File: src/rtl/fifo_rd_stream_pkg.sv
// Shared defaults and helpers for the async_fifo read-side drain stage.
// WIDTH/BURST defaults here must track the async_fifo instance they pair with.
package fifo_rd_stream_pkg;

   localparam int FIFO_WIDTH_DEF = 8;
   localparam int FIFO_BURST_DEF = 4;
   localparam int SKID_DEPTH     = 3;

   typedef logic [1:0] occ_t;

   // Beat counter needs at least one bit even for single-word frames.
   function automatic int beat_width(input int burst);
      return (burst > 1) ? $clog2(burst) : 1;
   endfunction

endpackage

File: src/rtl/fifo_rd_stream_rd_skid_buf.sv
// Three-entry register FIFO absorbing words already committed out of async_fifo.
// Circular pointers keep the head entry stationary while the consumer stalls.
module rd_skid_buf
   import fifo_rd_stream_pkg::*;
#(
   parameter int WIDTH = FIFO_WIDTH_DEF
) (
   input  logic             rd_clk,
   input  logic             rst_n,
   input  logic             push,
   input  logic [WIDTH-1:0] push_data,
   input  logic             pop,
   output occ_t             occ,
   output logic [WIDTH-1:0] head_data
);

   logic [WIDTH-1:0] mem [SKID_DEPTH];
   occ_t             rd_ptr;
   occ_t             wr_ptr;

   function automatic occ_t ptr_next(input occ_t p);
      return (p == 2'd2) ? 2'd0 : p + 2'd1;
   endfunction

   always_ff @(posedge rd_clk or negedge rst_n) begin
      if (!rst_n) begin
         for (int i = 0; i < SKID_DEPTH; i++) mem[i] <= '0;
         rd_ptr <= '0;
         wr_ptr <= '0;
         occ    <= '0;
      end else begin
         if (push) begin
            mem[wr_ptr] <= push_data;
            wr_ptr      <= ptr_next(wr_ptr);
         end
         if (pop) rd_ptr <= ptr_next(rd_ptr);
         case ({push, pop})
            2'b10:   occ <= occ + 2'd1;
            2'b01:   occ <= occ - 2'd1;
            default: occ <= occ;
         endcase
      end
   end

   assign head_data = mem[rd_ptr];

   // The upstream credit check must make an overflowing push impossible.
   a_no_overflow : assert property (@(posedge rd_clk) disable iff (!rst_n)
      !(push && !pop && (occ == 2'd3)));

endmodule

File: src/rtl/fifo_rd_stream.sv
// Drains async_fifo into a valid/ready stream with frame marking every BURST words.
// Reads are credit-gated on local buffer space so no word is ever dropped.
module fifo_rd_stream
   import fifo_rd_stream_pkg::*;
#(
   parameter int WIDTH = FIFO_WIDTH_DEF,
   parameter int BURST = FIFO_BURST_DEF
) (
   input  logic             rd_clk,
   input  logic             rst_n,
   input  logic             fifo_empty,
   input  logic [WIDTH-1:0] fifo_data,
   output logic             fifo_rd_en,
   output logic             m_valid,
   input  logic             m_ready,
   output logic [WIDTH-1:0] m_data,
   output logic             m_last,
   output logic [15:0]      frame_cnt
);

   localparam int            BW        = beat_width(BURST);
   localparam logic [BW-1:0] BEAT_LAST = BW'(BURST - 1);

   logic          pending;
   occ_t          occ;
   logic          pop;
   logic          credit_ok;
   logic [BW-1:0] beat;

   // Words in flight from the FIFO count against space just like stored ones.
   assign credit_ok  = (({1'b0, occ} + {2'b00, pending}) < 3'(SKID_DEPTH));
   assign fifo_rd_en = !fifo_empty && credit_ok && rst_n;

   always_ff @(posedge rd_clk or negedge rst_n) begin
      if (!rst_n) pending <= 1'b0;
      else        pending <= fifo_rd_en && !fifo_empty;
   end

   rd_skid_buf #(.WIDTH(WIDTH)) u_skid (
      .rd_clk    (rd_clk),
      .rst_n     (rst_n),
      .push      (pending),
      .push_data (fifo_data),
      .pop       (pop),
      .occ       (occ),
      .head_data (m_data)
   );

   assign m_valid = (occ != 2'd0);
   assign pop     = m_valid && m_ready;
   assign m_last  = m_valid && (beat == BEAT_LAST);

   always_ff @(posedge rd_clk or negedge rst_n) begin
      if (!rst_n) begin
         beat      <= '0;
         frame_cnt <= '0;
      end else if (pop) begin
         if (beat == BEAT_LAST) begin
            beat      <= '0;
            frame_cnt <= frame_cnt + 16'd1;
         end else begin
            beat      <= beat + 1'b1;
         end
      end
   end

endmodule
File: config.mk
export PLATFORM = sky130hd
export DESIGN_NAME = fifo_rd_stream
export DESIGN_NICKNAME = d
export VERILOG_FILES = /design/src/rtl/fifo_rd_stream_pkg.sv /design/src/rtl/fifo_rd_stream_rd_skid_buf.sv /design/src/rtl/fifo_rd_stream.sv
export SDC_FILE = /design/constraint.sdc
export NUM_CORES = 1
export LEC_CHECK = 0
export ABC_AREA = 1
export CORE_MARGIN = 2
export CORE_UTILIZATION = 40
export DETAILED_ROUTE_END_ITERATION = 6
export GPL_ROUTABILITY_DRIVEN = 1
export PLACE_DENSITY_LB_ADDON = 0.12
export SYNTH_ARGS = -nofsm -noshare
export SYNTH_HDL_FRONTEND = slang
export SYNTH_SLANG_ARGS = --single-unit
File: constraint.sdc
create_clock -name rd_clk -period 2.04 [get_ports rd_clk]
set_clock_uncertainty 0.05 [all_clocks]
set_input_delay 0.408 -clock rd_clk [delete_from_list [all_inputs] [get_ports rd_clk]]
set_output_delay 0.408 -clock rd_clk [all_outputs]
set_load 0.02 [all_outputs]
After elaboration in Yosys (flattened, before gate mapping)
Index checks and enable logic that the tools add are counted.
{ "op_classes": {"add_sub_neg": 7, "n_lt_le_gt_ge": 4, "n_eq_ne": 5, "mux": 10, "bitwise": 2, "reduce_logical": 10} }
{ "op_table": {"columns": ["op", "n"], "rows": [
  ["bitwise mux 24 bit", 1],
  ["two-way mux 8 bit", 3],
  ["adder 16 x 1 -> 16 bit (second input constant)", 1],
  ["binary-select mux 8 bit (select 2 bit)", 1],
  ["demux 8 bit (select 2 bit)", 1],
  ["adder 2 x 1 -> 2 bit (second input constant)", 4],
  ["== test 2 bit (second input constant)", 4],
  [">= comparator 3 bit (second input constant)", 2],
  ["logical AND 1 bit", 6],
  ["two-way mux 2 bit", 3],
  ["NOT 2 -> 3 bit", 2],
  ["one-hot mux 2 bit (2 select lines)", 1],
  ["nonzero test 2 bit", 2],
  ["adder 2 x 1 -> 3 bit", 1],
  ["< comparator 3 x 1 -> 1 bit (second input constant)", 1],
  ["< comparator 3 x 2 -> 1 bit (second input constant)", 1],
  ["== test 2 x 1 -> 1 bit (second input constant)", 1],
  ["AND reduction 2 bit", 1],
  ["subtractor 2 x 1 -> 2 bit (second input constant)", 1],
  ["zero test 1 bit", 1]
]} }
{ "totals": {"ff_bits": 49} }

Depth between registers and ports, before layout
{ "logic_depth": {"depth_word": 6, "ltp_mapped": 8} }

By module
A second synthesis with hierarchy kept.
{ "unflattened": {"hier_cells": 275, "hier_area_um2": 2327.2} }
{ "by_module_without_submodules": {"columns": ["module", "n_inst", "cells_per_inst", "area_per_inst_um2"], "rows": [
  ["rd_skid_buf", 1, 150, 1295.0],
  ["fifo_rd_stream", 1, 125, 1032.2]
]} }

Worst setup path after synthesis
No wires, ideal clock.
{ "synth_timing": {"path_type": "register to output", "from": "reg pending", "to": "out fifo_rd_en", "arrival_time_ns": 1.277, "required_time_ns": 1.582, "path_slack_ns": 0.305, "path_stages_with_launch": 6, "path_cell_list": "dfrtp_1 -> ha_1 -> ha_1 -> nor2_1 -> nand2_1 -> a21oi_1"} }
{ "synth_via": {"elab_chain_cells": 4} }
{ "synth_lines": {"columns": ["element", "line", "source"], "rows": [
  ["start: declaration", "fifo_rd_stream.sv:24", "logic pending;"],
  ["start signal: assignment", "fifo_rd_stream.sv:36", "else pending <= fifo_rd_en && !fifo_empty;"],
  ["adder 2 x 1 -> 3 bit", "fifo_rd_stream.sv:31", "assign credit_ok = (({1'b0, occ} + {2'b00, pending}) < 3'(SKID_DEPTH));"],
  ["< comparator 3 x 2 -> 1 bit", "fifo_rd_stream.sv:31", null],
  ["logical AND 1 bit (2 in series)", "fifo_rd_stream.sv:32", "assign fifo_rd_en = !fifo_empty && credit_ok && rst_n;"],
  ["end: declaration", "fifo_rd_stream.sv:13", "output logic fifo_rd_en,"]
]} }
Every way passes these cells.

Final worst setup path
{ "layout_timing": {"from": "reg u_skid.rd_ptr[0]", "to": "out m_data[6]"} }
{ "layout_via": {"elab_chain_cells": 4} }
{ "layout_lines": {"columns": ["element", "line", "source"], "rows": [
  ["start: declaration", "fifo_rd_stream_rd_skid_buf.sv:18", "occ_t rd_ptr;"],
  ["start signal: assignment", "fifo_rd_stream_rd_skid_buf.sv:36", "if (pop) rd_ptr <= ptr_next(rd_ptr);"],
  ["NOT 2 -> 3 bit (not written as such)", "fifo_rd_stream_rd_skid_buf.sv:45", "assign head_data = mem[rd_ptr];"],
  ["binary-select mux 8 bit (select 2 bit)", "fifo_rd_stream_rd_skid_buf.sv:45", null],
  ["two-way mux 8 bit (not written as such) (2 in series)", "fifo_rd_stream_rd_skid_buf.sv:45", null],
  ["end: declaration", "fifo_rd_stream.sv:16", "output logic [WIDTH-1:0] m_data,"]
]} }
Every way passes these cells. The select of a mux whose other input is x is not followed.

==> run_results.csv <==
group,metric,value,unit
worst_setup_path,cpPeakStageDelay,410,ps
cts,tritoncts_clock_tree,"done",
floorplanning,initial_core_util,41.4,%
pwr,power-per-cell-area,1330,mW/mm^2
sta,total_negative_slack,0,ps
sta,finalHoldViolations,0,
worst_setup_path,worst_ep_arrival_time,1470,ps
floorplanning,die-area,0.00632,mm^2
routing,wirelength,4660,um
cts,h-tree-depth,2,
worst_setup_path,timing.setup.critical_path_class,"register to output port",
synth,synthesized_area_fraction_occupied_by_ao_oa_aoi_and_oai_cells,7.79,%
global_route,antenna_violations_before_repair,0,
cts,clock-root-buffer,"clkbuf_8",
pwr,cellLeakagePower,0.00143,uW
global_route,grt_max_degree,50,
routing,dr_total_vias,1845,
sta,min_period_over_period,94.3,%
sta,final_max_slew_viol_count,0,
worst_setup_path,crit_fanout,8,
sta,max_freq,520,MHz
job,max_cap_violations,0,
cts,clk_latency,300,ps
synth,synthDominantAreaCellType,"dfrtp_1",
sta,final-setup-viol-count,0,
routing,drt_iter0_markers,99,
routing,drt-wirelength-per-cell,11.9,um
worst_setup_path,cp.required,1580,ps
worst_setup_path,r2r-start,"u_skid.occ[0]",
synth,yosysUniqueCellTypes,21,
synth,synth.yosys.seq_area_share,53.8,%
pwr,combinationalPowerShare,39.6,%
synth,synth_adder_area_share,2.74,%
synth,synthesis.nets,284,
cts,cts_buffers,5,
synth,combinational_family_with_the_most_area_after_synthesis,"simple AND/OR/NAND/NOR gates",
placement,detailedPlace.worstSlack,-103,ps
floorplanning,floorplan.core_area,0.00551,mm^2
placement,port_buffer_count,38,
min_path,worst_hold_path_type,"primary input to asynchronous set/reset pin",
synth,avgSynthCellArea,8.54,um^2
placement,hpwl,3300,um
synth,synth-warning-count,0,
routing,route.detailed.vias_per_inst,4.72,
sta,slack_of_the_critical_path,116,ps
floorplanning,height_of_the_die,79.5,um
sta,finalWorstPathRequiredPeriod,1920,ps
synth,syn_area,0.00228,mm^2
pwr,cellInternalPower,2470,uW
synth,synth_simple_gate_area_share,25.9,%
pwr,power.switching,1430,uW
finish,nNetsFinal,335,
synth,synthFlopType,"dfrtp_1",
worst_setup_path,timing.critical_path.from,"u_skid.rd_ptr[0]",
worst_setup_path,crit_path_top_delay_cell,"dfrtp_1",
pwr,power_switching_share,36.6,%
worst_setup_path,reg2reg_depth,9,
synth,synth_top_cells_by_count,"nand2_1, dfrtp_1, o21ai_0",
worst_setup_path,crit_chain,"nor2_1 > buf_4 > nand2_1 > nand3_1 > clkdlybuf4s15_1",
synth,post-synth-top-count-cell,"nand2_1",
routing,drt_first_pass_iters,4,
sta,worst_slew_pin_slew,614,ps
placement,dp_cells,383,
synth,yosys.area_share.xor_xnor,4.22,%
synth,muxShareOfSynthArea,0,%
synth,yosys-top-cells-area,"dfrtp_1, nand2_1, o21ai_0",
pwr,share_seq_of_total_power,39.7,%
synth,synth_cells,267,
routing,drcViolationCount,0,
floorplanning,num_rows,27,
synth,synthDominantCellAreaShare,53.8,%
routing,ant_nets,0,
floorplanning,die_x,79.5,um
worst_setup_path,crit_start_category,"register",
floorplanning,pin_count,39,
cts,clock-sinks,49,
sta,setup_repair_after_global_routing_missed_its_margin,"true",
synth,edff_count_synth,0,
outcome,status,"finished, final reports clean",
worst_setup_path,crit_path_end_kind,"output port",
global_route,globalRouteTotalUtil,17.1,%
synth,postSynth.asyncResetShare,100,%
global_route,first_global_vias,1848,
sta,max_transition_margin,59.0,%
pwr,power.ir.vdd_worst,729,uV
synth,yosys_register_bits,49,
finish,antenna_cells_inserted,0,
cts,cts.clk_slew.worst_paths,90,ps
global_route,grt_remaining_overflow,0,
global_route,grt_first_pass_wirelength,8450,um
cts,cts_max_path_buffers,2,
pwr,p_clk_share,20.7,%
finish,synthToLayoutAreaGrowth,28.4,%
finish,layout-drive-gt1-share,9.72,%
finish,layoutNonFillerInstCount,391,
placement,gp_routability_congestion,0.750,
metal layers:
layer  up-vias  share of wire, %  GRT usage (%)
met5         -                 0              0
met4         0               1.4           5.17
met3         6               4.7           3.96
met2        39                47           28.6
met1       850                47           21.9
li1        950                 -              -
through the flow:
stage	util [%]	total power, uW	hold slack [ps]	area, um^2
after floorplan	-	2500	62.4	2280
after global placement	50.9	3180	415	2800
after detailed placement	50.9	3220	423	2800
after CTS	53.0	3950	205	2920
after global routing	53.2	4240	251	2930
final	53.2	3900	186	2930
placed cells by master (no fill, tap or decap), drive strengths merged:
master / count
inv: 31
ha: 5
nand3: 21
clkdlybuf4s15: 6
o21a: 1
a21oi: 4
xor2: 6
dlygate4sd2: 1
bufinv: 2
nand2: 90
nor2: 14
dlymetal6s2s: 1
xnor2: 5
nand4: 5
clkdlybuf4s50: 26
nor3: 2
clkinv: 1
dfrtp: 49
and2: 1
buf: 11
clkbuf: 7
o21ai: 30
final cells by class:
| cell class | instances | area (um^2) |
|---|---|---|
| inverter | 31 | 116 |
| sequential | 49 | 1230 |
| clock inverter | 3 | 65.1 |
| tap | 72 | 90.1 |
| clock buffer | 5 | 68.8 |
| timing repair buffer | 47 | 432 |
| fill | 531 | 2580 |
| multi-input combinational | 184 | 930 |
critical path: cells and delay by family (launching register included):
family	cells	cell delay, ps
buffers and inverters	2	480
flip-flops	1	410
AND/OR/NAND/NOR	3	280
cell families after synthesis:
logic type | Yosys count
buffers and inverters | 34
flip-flops | 49
adder cells (fa/ha/maj) | 5
XOR/XNOR | 11
AND/OR/NAND/NOR | 133
AO/OA/AOI/OAI | 35
flip-flops by register name, summed over array words and instances (netlist names):
signal and cells:
pending 1, u_skid.wr_ptr 2, u_skid.mem 24, beat 2
u_skid.rd_ptr 2, u_skid.occ 2, frame_cnt 16
what timing repair did:
item | 4_1_cts | 5_1_grt
pin swaps | 0 | 2
setup endpoints to repair | 10 | 9
hold buffers | 0 | 0
setup buffers | 0 | 0
resized for setup | 13 | 13
final timing paths:
kind                                  to  slack, ps
max                            m_data[6]        120
max in group asynchronous   frame_cnt[0]       1340
min in group rd_clk              pending        410
min                        u_skid.mem[9]        190
max reg2reg                u_skid.occ[1]        370
min reg2reg                u_skid.mem[1]        440
power by group through the flow:
stage / clock, uW / combinational, uW / sequential, uW
floorplan: 0 / 930 / 1570
global placement: 0 / 1630 / 1550
detailed placement: 0 / 1660 / 1570
CTS: 841 / 1560 / 1550
global route: 889 / 1750 / 1600
finish: 807 / 1550 / 1550
(Power assumes the default switching activity.)
